**src/rtl/rangefinder_pkg.sv**
```systemverilog
// Shared definitions for the rangefinder datapath (pulse generator and echo capture).
package rangefinder_pkg;

  // Counter width shared by the pulse generator delay/length range and the ToF counter.
  localparam int CNT_W_DEFAULT = 17;

  // Measurement sequencer states.
  typedef enum logic [1:0] {
    IDLE    = 2'd0,
    MEASURE = 2'd1,
    HOLD    = 2'd2
  } state_t;

endpackage

```
**src/rtl/echo_sync_edge.sv**
```systemverilog
// Synchroniser for an asynchronous comparator output followed by a registered
// rising-edge detector. Total added latency is STAGES+1 cycles; rise is a 1-cycle pulse.
module echo_sync_edge #(
  parameter int STAGES = 2
) (
  input  logic clk,
  input  logic reset_n,
  input  logic din,
  output logic rise
);

  logic [STAGES-1:0] sync;
  logic              sync_d;

  // Shift the raw input through the synchroniser chain, keep one cycle of history
  // of the synchronised level and register the rising-edge pulse.
  always_ff @(posedge clk or negedge reset_n) begin
    if (!reset_n) begin
      sync   <= '0;
      sync_d <= 1'b0;
      rise   <= 1'b0;
    end else begin
      sync   <= {sync[STAGES-2:0], din};
      sync_d <= sync[STAGES-1];
      rise   <= sync[STAGES-1] & ~sync_d;
    end
  end

endmodule

```
**src/rtl/tof_echo_capture.sv**
```systemverilog
// Time-of-flight capture: counts cycles from the start strobe to the first echo
// rising edge past the blanking window (or to the timeout) and holds the result
// until the consumer accepts it through a valid/ready handshake.
module tof_echo_capture
  import rangefinder_pkg::*;
#(
  parameter int CNT_W       = CNT_W_DEFAULT,
  parameter int SYNC_STAGES = 2
) (
  input  logic             clk,
  input  logic             reset_n,
  input  logic             start,
  input  logic [15:0]      blank,
  input  logic [CNT_W-1:0] timeout,
  input  logic             echo_in,
  output logic [CNT_W-1:0] result_tof,
  output logic             result_timeout,
  output logic             result_valid,
  input  logic             result_ready,
  output logic             busy,
  output logic             overrun
);

  state_t           state;
  logic [CNT_W-1:0] cnt;
  logic [15:0]      blank_q;
  logic [CNT_W-1:0] timeout_q;
  logic             echo_edge;
  logic             edge_ok;

  echo_sync_edge #(
    .STAGES(SYNC_STAGES)
  ) u_echo_sync (
    .clk    (clk),
    .reset_n(reset_n),
    .din    (echo_in),
    .rise   (echo_edge)
  );

  // Echo edge counts only once the blanking window has elapsed (zero-extended compare).
  assign edge_ok = echo_edge && (cnt >= CNT_W'(blank_q));

  // Measurement sequencer with counter, latched limits and registered outputs.
  always_ff @(posedge clk or negedge reset_n) begin
    if (!reset_n) begin
      state          <= IDLE;
      cnt            <= '0;
      blank_q        <= '0;
      timeout_q      <= '0;
      result_tof     <= '0;
      result_timeout <= 1'b0;
      result_valid   <= 1'b0;
      busy           <= 1'b0;
      overrun        <= 1'b0;
    end else begin
      // A start that arrives while a measurement or result is outstanding is dropped.
      overrun <= start && (state != IDLE);
      case (state)
        IDLE: begin
          if (start) begin
            blank_q   <= blank;
            timeout_q <= timeout;
            cnt       <= '0;
            state     <= MEASURE;
            busy      <= 1'b1;
          end
        end
        MEASURE: begin
          if (edge_ok) begin
            // Edge wins over a coincident timeout.
            result_tof     <= cnt;
            result_timeout <= 1'b0;
            result_valid   <= 1'b1;
            state          <= HOLD;
          end else if (cnt == timeout_q) begin
            result_tof     <= timeout_q;
            result_timeout <= 1'b1;
            result_valid   <= 1'b1;
            state          <= HOLD;
          end else begin
            // The timeout check above bounds cnt, so it never wraps.
            cnt <= cnt + 1'b1;
          end
        end
        HOLD: begin
          if (result_ready) begin
            result_valid <= 1'b0;
            busy         <= 1'b0;
            state        <= IDLE;
          end
        end
        default: begin
          state        <= IDLE;
          result_valid <= 1'b0;
          busy         <= 1'b0;
        end
      endcase
    end
  end

endmodule

```
**config.mk**
```make
export PLATFORM = sky130hd
export DESIGN_NAME = tof_echo_capture
export DESIGN_NICKNAME = d
export VERILOG_FILES = /design/src/rtl/rangefinder_pkg.sv /design/src/rtl/echo_sync_edge.sv /design/src/rtl/tof_echo_capture.sv
export SDC_FILE = /design/constraint.sdc
export NUM_CORES = 1
export LEC_CHECK = 0
export BUFFER_PORTS_ARGS = -buffer_cell sky130_fd_sc_hd__buf_4
export CAP_MARGIN = 20
export CORE_ASPECT_RATIO = 0.7
export CORE_MARGIN = 2
export CORE_UTILIZATION = 57
export DETAILED_ROUTE_END_ITERATION = 10
export PLACE_DENSITY = 0.84
export REMOVE_ABC_BUFFERS = 1
export SLEW_MARGIN = 20
export SYNTH_ARGS = -nofsm -noshare
export SYNTH_HDL_FRONTEND = slang
export SYNTH_SLANG_ARGS = --single-unit
```
**constraint.sdc**
```tcl
create_clock -name clk -period 2.65 [get_ports clk]
set_input_delay 0.1325 -clock clk [delete_from_list [all_inputs] [get_ports clk]]
set_output_delay 0.1325 -clock clk [all_outputs]
set_load 0.02 [all_outputs]
```
# ---- Word-level counts from Yosys, hierarchy flattened
# Cells that the tools add are included.
dict set report word_totals {
  out_inout_bits 21
  inputBits 38
  register_bits 77
  wordCells 56
}
dict set report classes {
  reduce_logical 12
  mux 18
  addsub 1
  bitwise_logic 4
  n_lt_le_gt_ge 1
  eq_ne 8
}
# op n
set ops {}
lappend ops {{two-way mux 17 bit} 5}
lappend ops {{one-hot mux 17 bit (2 select lines)} 1}
lappend ops {{adder 17 x 1 -> 17 bit, second input constant} 1}
lappend ops {{== test 17 bit} 1}
lappend ops {{greater-or-equal comparator 17 x 16 -> 1 bit} 1}
lappend ops {{AND reduction 3 bit} 3}
lappend ops {{two-way mux 2 bit} 4}
lappend ops {{!= test 2 bit, second input constant} 4}
lappend ops {{one-hot mux 1 bit (3 select lines)} 2}
lappend ops {{one-hot mux 2 bit (3 select lines)} 1}
lappend ops {{nonzero test 2 bit} 3}
lappend ops {{two-way mux 1 bit} 5}
lappend ops {{AND reduction 2 bit} 2}
lappend ops {{AND reduction 4 bit} 1}
lappend ops {{!= test 3 bit, second input constant} 1}
lappend ops {{NOT 1 bit} 3}
lappend ops {{== test 2 x 1 -> 1 bit, second input constant} 1}
lappend ops {{== test 2 bit, second input constant} 1}
lappend ops {{logical AND 1 bit} 2}
lappend ops {{logical NOT 2 bit} 1}
lappend ops {{bitwise AND 1 bit} 1}

# ---- Longest topological paths before layout
# Gate-level depths: netlist (run 1).
dict set report depth {
  ltp_word 4
  ltp_mapped 10
  mapped_depth_nobuf 9
}

# ---- By module
# A second synthesis (run 1) with hierarchy kept.
dict set report hier_totals {
  cells_unflattened 488
  area_unflattened_um2 4342.9
}
# mod seq_area_each_um2 cells_each instances area_each_um2
set by_module_without_submodules {}
lappend by_module_without_submodules {tof_echo_capture 1826.8 483 1 4229.1}
lappend by_module_without_submodules {echo_sync_edge 100.1 5 1 113.9}

# ---- Least setup slack after synthesis (run 1)
# Ideal clock, no wire load.
dict set report synth_path {
  kind {register to register}
  startpoint {register cnt[14]}
  endpoint {register cnt[12]}
  required_ps 2570
  arrival_time_ps 2332
  slack_ps 237
  stages_incl_launch_ff 9
  synth_period_minus_slack_ps 2413
  setup_time_ps 80
  path_buffers 1
  path_cell_list {dfrtp_1 > ha_1 > nand4b_4 > nor3_4 > a2111o_1 > a32o_1 > buf_6 > or4_4 > o211ai_2}
}
dict set report synth_via {
  elab_chain_cells 4
  elab_cells_between_ends 6
  classes_between {order compare: 1; eq/ne: 3; reduce/logical: 2}
}
# element line_no
set synth_rtl {}
lappend synth_rtl {{start, declared} tof_echo_capture.sv:25} ;# logic [CNT_W-1:0] cnt;
lappend synth_rtl {{start signal, assigned} tof_echo_capture.sv:82} ;# cnt <= cnt + 1'b1;
lappend synth_rtl {{greater-or-equal comparator 17 x 16 -> 1 bit} tof_echo_capture.sv:41} ;# assign edge_ok = echo_edge && (cnt >= CNT_W'(blank_q));
lappend synth_rtl {{logical AND 1 bit} tof_echo_capture.sv:41}
lappend synth_rtl {{!= test 2 bit (no line)} --}
lappend synth_rtl {{AND reduction 4 bit (no line) *} --}
# Every way passes the cells marked *; elsewhere a longest branch is shown, timed or not.
# A chain may end at the register's enable or synchronous reset.

# ---- Worst setup path in the final report (run 1)
dict set report layout_path {
  startpoint {register cnt[6]}
  endpoint {register cnt[7]}
}
dict set report layout_via {
  elab_chain_cells 4
  elab_cells_between_ends 10
  classes_between {add/sub: 1; order compare: 1; eq/ne: 3; mux: 3; reduce/logical: 2}
}
# element line_no
set layout_rtl {}
lappend layout_rtl {{adder 17 x 1 -> 17 bit / greater-or-equal comparator 17 x 16 -> 1 bit (equally long branches)} {tof_echo_capture.sv:82, tof_echo_capture.sv:41}}
lappend layout_rtl {{two-way mux 17 bit / logical AND 1 bit (equally long branches)} {tof_echo_capture.sv:75, tof_echo_capture.sv:41}}
lappend layout_rtl {{two-way mux 17 bit / != test 2 bit (equally long branches)} --}
lappend layout_rtl {{one-hot mux 17 bit (2 select lines) / AND reduction 4 bit (equally long branches)} --}
# Parallel ways exist; a longest one is shown, timed or not. The select of a mux whose other input is x is not followed.

==> results of run 1 <==
worst paths after layout:
| kind | startpoint | slack [ns] | end | cells past startpoint |
|---|---|---|---|---|
| max | cnt[6] | 0.1 | cnt[7] | 7 |
| min | blank[13] | 0.02 | blank_q[13] | 3 |
| max reg2reg | cnt[6] | 0.1 | cnt[7] | 7 |
| min reg2reg | u_echo_sync.sync[0] | 0.36 | u_echo_sync.sync[1] | 0 |
| max in group asynchronous | reset_n | 1.57 | blank_q[4] | 2 |
| min in group asynchronous | reset_n | 0.47 | result_tof[9] | 2 |
layout make-up:
type	count	area share
inverters	34	0.02345
well taps	94	0.02161
flip-flops and latches	77	0.3541
clock buffers	10	0.02345
clock inverters	6	0.02483
repair buffers	123	0.1931
multi-input cells	291	0.3594
worst min-delay path: stages:
cell	delay (ns)
buf_4	0.07
nand2_1	0.03
o21ai_0	0.08
stage by stage:
step | setup WS (ns) | instances
final | 0.09971 | 635
after global routing | 0.02856 | 635
after CTS | 0.02771 | 631
after detailed placement | -0.03049 | 581
after global placement | 0.04371 | 581
after floorplan | -0.1464 | 402
state kept, by name, summed over array words and instances, names as in the netlist, 2 cells and up:
name / count
state: 2
blank_q: 16
u_echo_sync.sync: 2
cnt: 17
result_tof: 17
timeout_q: 17
routing by layer:
| metal | vias to the layer above | track usage | wire length, um |
|---|---|---|---|
| met4 | 0 | 0.09630 | 159 |
| met1 | 1738 | 0.3702 | 4634 |
| met2 | 154 | 0.4877 | 5000 |
| met5 | - | 0 | 0 |
| met3 | 21 | 0.06667 | 713 |
| li1 | 1711 | - | - |
power groups by stage:
stage	combinational (uW)	clock [uW]	sequential (uW)
3_3_place_gp	2460	0	2000
2_1_floorplan	1370	0	2170
3_5_place_dp	2560	0	2010
4_1_cts	2630	1170	2000
6_report	2690	1160	2000
5_1_grt	2960	1220	2050
layout by cell type, fill, tap and decap left out, drive strengths merged, types with 6 or more instances in the layout:
master,instances
dfrtp,77
or4,10
nand4,8
o211ai,6
xnor2,16
inv,34
nor2,6
buf,88
nand3,14
or3,6
clkbuf,11
o221ai,6
nor3,18
o21ai,25
a2bb2oi,10
o22a,7
dlygate4sd3,34
ha,17
mux2i,13
nand2,88
a21oi,10
timing repair:
item	4_1_cts	5_1_grt
hold endpoints to repair	110	0
setup buffers	0	3
hold buffers	34	0
resized for setup	4	3
gates cloned	0	1
setup endpoints to repair	24	17
pin swaps	0	2
cells in the mapped netlist, types with 2 or more instances:
library cell / instances / area, um2
buf_2: 3 / 15.01
mux2i_1: 13 / 130.1
dfrtp_1: 77 / 1927
o21ai_0: 23 / 115.1
or4_1: 6 / 45.04
xor2_1: 3 / 26.28
nand2_1: 88 / 330.3
and3_1: 3 / 18.77
o221ai_1: 6 / 52.55
nor2_1: 6 / 22.52
and4_1: 2 / 17.52
nand3_1: 14 / 70.07
a21oi_1: 8 / 40.04
nor2b_1: 2 / 12.51
o211ai_1: 2 / 15.01
xnor2_1: 16 / 140.1
or3_1: 6 / 37.54
mux2_2: 4 / 45.04
nor3_1: 17 / 85.08
a21oi_2: 2 / 17.52
nand4_1: 8 / 50.05
clkbuf_1: 11 / 41.29
buf_4: 2 / 15.01
nand2b_1: 2 / 12.51
o22a_1: 7 / 61.31
ha_1: 17 / 212.7
o211ai_2: 4 / 50.05
inv_1: 33 / 123.9
or4_4: 4 / 45.04
a2bb2oi_1: 10 / 87.58
logic make-up after synthesis:
group,after synthesis
AO/OA/AOI/OAI,77
XOR/XNOR,19
adder cells (fa/ha/maj),17
buffers and inverters,51
flip-flops,77
multiplexers,17
AND/OR/NAND/NOR,161
==> results by group, run 1 <==
Status
  • Status: completed

Worst setup path
  • Setup crit start kind: flop
  • CP Data Required Time: 2.92 ns
  • Slowest cell on crit path: or4_1
  • CP Capture Type: flop
  • CP Buf/Inv Count: 0
  • Crit path cell chain: ha_1 > a21oi_1 > o21ai_1 > a2111o_1 > a32o_2 > or4_1 > o211ai_1
  • Max FO, Critical Path: 11
  • CP arrival: 2.83 ns
  • CP top delay family: compound AO/OA/AOI/OAI gates
  • Crit path kind: reg2reg
  • CP max stage delay: 0.55 ns

Clock tree
  • Number of CTS-inserted buffers: 9
  • TritonCTS clock tree: done
  • Clk_lat worst skew: 0.36 ns
  • Max clock buf depth: 2
  • Deepest level of the CTS H-tree: 3
  • Clk sinks: 77
  • Clock slew at reported path FFs: 0.08 ns
  • Clock root cell: clkbuf_8

Yosys
  • Xor-xnor portion of the synthesized cell area: 0.04081
  • Multiplexer share of the synthesized area: 0.04296
  • Post-synth EDFFs: 0
  • Post-Synth Simple-Gate Area: 0.1945
  • Post-synthesis instance area: 0.004078 mm2
  • Adder-Cell Fraction of Synth Area: 0.05216
  • Total number of yosys warnings: 0
  • Sequential share of the synthesized area: 0.4725
  • Post-synthesis compound-gate area fraction: 0.1454
  • Flops & latches, synth: 77
  • Most used DFF post-synth: dfrtp_1
  • Avg Inst Size Synth: 9.732 um2
  • Gate Count Post-Synth: 419
  • Largest family of logic cells by synthesized area: simple AND/OR/NAND/NOR gates
  • Unique masters post-synth: 50
  • Ys async rst share: 1.000

Floorplan
  • FP Rows: 25
  • Starting Density: 0.5953
  • I/O Pins: 59
  • Die ar.: 0.007857 mm2
  • Overall die height: 74.77 um
  • Die width: 105.1 um
  • Area of the core: 0.006850 mm2

Cells and area
  • # diodes: 0
  • Area growth from synthesis to layout: 33.45%
  • # nets final: 591
  • Final core occ: 0.7943
  • Fillers: 462
  • Post-route cell area: 0.005441 mm2
  • FF+latch area: 0.001927 mm2
  • Share of layout cells above drive strength 1: 0.2329
  • Area of the multi-input gates: 0.001956 mm2

Power
  • Combinational Power Share: 0.460
  • Peak supply drop: 0.5927 mV
  • Sw frac: 0.3995
  • Psw: 2337 uW
  • Post-layout power: 5851 uW
  • Clock group share of total power: 0.198
  • Cell Int Power: 3514 uW
  • Pwr dens: 1075 mW/mm2
  • P_leak: 0.002630 uW
  • Sequential Power Share: 0.342

Routing
  • DRT antenna net count: 0
  • Detailed-router iteration count before antenna repair: 5
  • DRC Markers: 0
  • DRT iter0 DRCs: 275
  • Post-Route WL: 10510 um
  • Vias per inst: 5.707
  • Via count: 3624
  • WL per Instance: 16.55 um

Run
  • Max-Cap Viols: 0

GRT
  • Vias in the first global route: 3590
  • Largest net degree at the start of global routing: 78
  • First-pass GRT wire length: 17270 um
  • Grt total ovfl: 0
  • All-Layer GR Usage: 0.2860
  • Initial antenna violation count: 0

Placement
  • Post-DP Area: 0.004751 mm2
  • Detail Placement HPWL: 7002 um
  • GP Congestion: 0.9443
  • I/O Buffers: 58

Timing
  • Setup-failing EPs final: 0
  • Peak Freq: 392.1 MHz
  • Final hold slack: 0.02171 ns
  • Max Slew Vio Count: 0
  • Max-slew headroom: 0.3675
  • Worst-margin pin slew: 0.9488 ns
  • Fin. Hold Viols: 0
  • Clk_skew: 0.01067 ns
  • Setup_tns: 0 ns
  • Unrepaired setup endpoints after global routing: false
  • Final period util: 0.9624
  • Min Clock Period, post-route: 2.550 ns

Min path
  • Min-Delay Path Class: in2reg
(Power assumes the default switching activity.)
==> run 2: changes to the inputs <==
--- a/config.mk
+++ b/config.mk
@@ -11,6 +11,7 @@
 export CORE_MARGIN = 2
 export CORE_UTILIZATION = 57
 export DETAILED_ROUTE_END_ITERATION = 10
+export GPL_TIMING_DRIVEN = 0
 export PLACE_DENSITY = 0.84
 export REMOVE_ABC_BUFFERS = 1
 export SLEW_MARGIN = 20
==> results by group, run 2 (synthesized netlist as in run 1, its figures left out) <==
Status
  • Status: finished, violations left
  • Failing checks: negative setup slack

Routing
  • DRC Markers: 0 (unchanged)
  • DRT antenna net count: 0 (unchanged)
  • Vias per inst: 5.972 (+4.6%)
  • Post-Route WL: 11650 um (+11%)
  • DRT iter0 DRCs: 319 (+16%)
  • Detailed-router iteration count before antenna repair: 6 (+1)
  • Via count: 3804 (+5.0%)
  • WL per Instance: 18.29 um (+11%)

Worst setup path
  • CP top delay family: compound AO/OA/AOI/OAI gates
  • CP Capture Type: flop
  • CP arrival: 2.93 ns (+0.10 ns)
  • CP Data Required Time: 2.88 ns (-0.04 ns)
  • CP Buf/Inv Count: 2 (+2)
  • FF-to-FF Start: cnt[14]
  • Worst r2r dst: cnt[1]
  • Setup crit start kind: flop
  • Slowest cell on crit path: a2111o_1
  • R2R depth: 9 (+2)
  • Crit path cell chain: ha_4 > nand4b_4 > o21ai_1 > a2111o_1 > a32o_2 > buf_4 > buf_4 > nor2_1 > o21ai_0
  • Max FO, Critical Path: 6 (-5)
  • Worst reg-to-reg setup slack: -0.05 ns (-0.15 ns)
  • Worst path most repeated cell: buf_4
  • Crit path kind: reg2reg
  • CP max stage delay: 0.53 ns (-0.02 ns)

GRT
  • Largest net degree at the start of global routing: 78 (unchanged)
  • Grt total ovfl: 0 (unchanged)
  • Vias in the first global route: 3636 (+1.3%)
  • First-pass GRT wire length: 17840 um (+3.3%)
  • All-Layer GR Usage: 0.2932 (+0.007138)
  • Initial antenna violation count: 0 (unchanged)

Power
  • Peak supply drop: 0.5434 mV (-8.3%)
  • Combinational Power Share: 0.483 (+0.023)
  • Psw: 2555 uW (+9.3%)
  • Pwr dens: 1068 mW/mm2 (-0.65%)
  • Post-layout power: 5983 uW (+2.3%)
  • Sequential Power Share: 0.348 (+0.006)
  • Sw frac: 0.4271 (+0.02763)
  • P_leak: 0.002610 uW (-0.74%)
  • Cell Int Power: 3428 uW (-2.5%)
  • Clock group share of total power: 0.169 (-0.029)

Timing
  • Max Slew Vio Count: 0 (unchanged)
  • Max-slew headroom: 0.3574 (-0.01014)
  • Worst-margin pin slew: 0.9629 ns (+0.01418 ns)
  • Peak Freq: 369.8 MHz (-5.7%)
  • Fin. Hold Viols: 0 (unchanged)
  • Setup-failing EPs final: 9 (+9)
  • Clk_skew: 0.008293 ns (-0.002376 ns)
  • Min Clock Period, post-route: 2.704 ns (+0.1541 ns)
  • Final period util: 1.021 (+0.05817)
  • Worst Slack Setup Final: -0.05444 ns (-0.1541 ns)

Floorplan
  • Die ar.: 0.007857 mm2 (unchanged)
  • Die width: 105.1 um (unchanged)
  • I/O Pins: 59 (unchanged)
  • Starting Density: 0.5953 (unchanged)
  • FP Rows: 25 (unchanged)
  • Overall die height: 74.77 um (unchanged)
  • Area of the core: 0.006850 mm2 (unchanged)

Placement
  • Detail Placement HPWL: 6625 um (-5.4%)
  • I/O Buffers: 58 (unchanged)
  • GP Congestion: 0.9461 (+0.19%)
  • Post-DP Area: 0.004572 mm2 (-3.8%)

Clock tree
  • Number of CTS-inserted buffers: 9 (unchanged)
  • TritonCTS clock tree: done
  • Clock root cell: clkbuf_8
  • Deepest level of the CTS H-tree: 3 (unchanged)
  • Clock slew at reported path FFs: 0.08 ns (about the same)
  • Clk sinks: 77 (unchanged)
  • Clk_lat worst skew: 0.36 ns (about the same)
  • Max clock buf depth: 2 (unchanged)

Cells and area
  • Share of layout cells above drive strength 1: 0.2928 (+0.05992)
  • # diodes: 0 (unchanged)
  • Most frequent cells in the layout: nand2_1, buf_4, dfrtp_1
  • Most common cell after layout, fill and taps aside: nand2_1
  • Post-route cell area: 0.005600 mm2 (+2.9%)
  • Biggest regs: cnt (17), result_tof (17), timeout_q (17)
  • Area growth from synthesis to layout: 37.34%
  • # nets final: 593 (+0.34%)

Min path
  • Worst hold endpoint: overrun
  • HP Start: start
  • Hold Crit Depth: 2 (-1)
  • Min-Delay Path Class: in2reg

Run
  • Max-Cap Viols: 0 (unchanged)
[run 2: changes by cell type in the layout (fill, tap and decap cells not counted), sizes merged]
| cell | change |
|---|---|
| bufinv | -2 |
| clkinv | +1 |
| a32oi | +1 |
| buf | +1 |
| dlygate4sd3 | +1 |
[run 2: worst max path at each step]
stage,start,cells after the start,endpoint
after floorplan,cnt[14],7,result_tof[0]
after global placement,cnt[6],7,result_tof[3]
after detailed placement,cnt[0],8,result_tof[2]
after CTS,cnt[11],6,cnt[8]
after global routing,cnt[14],8,cnt[7]
final,cnt[14],9,cnt[1]
[run 2: final cells by class]
type | instances | area [um2]
well taps | 94 | 117.6
clock inverters | 5 | 83.83
clock buffers | 11 | 141.4
fillers | 369 | 1250
repair buffers | 124 | 1066
flip-flops and latches | 77 | 1942
multi-input cells | 292 | 2122
inverters | 34 | 127.6
[run 2: what timing repair did]
item,4_1_cts,5_1_grt
hold endpoints to repair,111,0
resized for setup,11,26
pin swaps,4,7
cloned,1,0
hold buffers,35,0
endpoints found under the setup margin,37,37
setup buffers,7,23
[run 2: through the flow]
step	worst slack (ns)	instances	utilization	TNS [ns]	hold WS, ns
floorplan	-0.1464	402	-	-3.034	-0.1631
global placement	-0.6649	554	0.6639	-20.33	0.2418
detailed placement	-0.7746	555	0.6674	-23.27	0.2434
CTS	0.002152	614	0.7700	0	0.01130
global route	-0.05993	637	0.8175	-0.6089	0.01855
finish	-0.05444	637	0.8175	-0.2590	0.02662
[run 2: per-layer routing]
metal	GRT usage	wire length [um]
met1	0.3730	4774
met2	0.5166	5579
met3	0.06407	923
met4	0.08889	369
met5	0	0
[run 2: power groups by stage]
stage / sequential (uW) / combinational (uW) / clock, uW
floorplan: 2170 / 1370 / 0
finish: 2080 / 2890 / 1010
detailed placement: 2090 / 2290 / 0
global route: 2130 / 3120 / 1070
global placement: 2080 / 2150 / 0
CTS: 2070 / 2440 / 1020
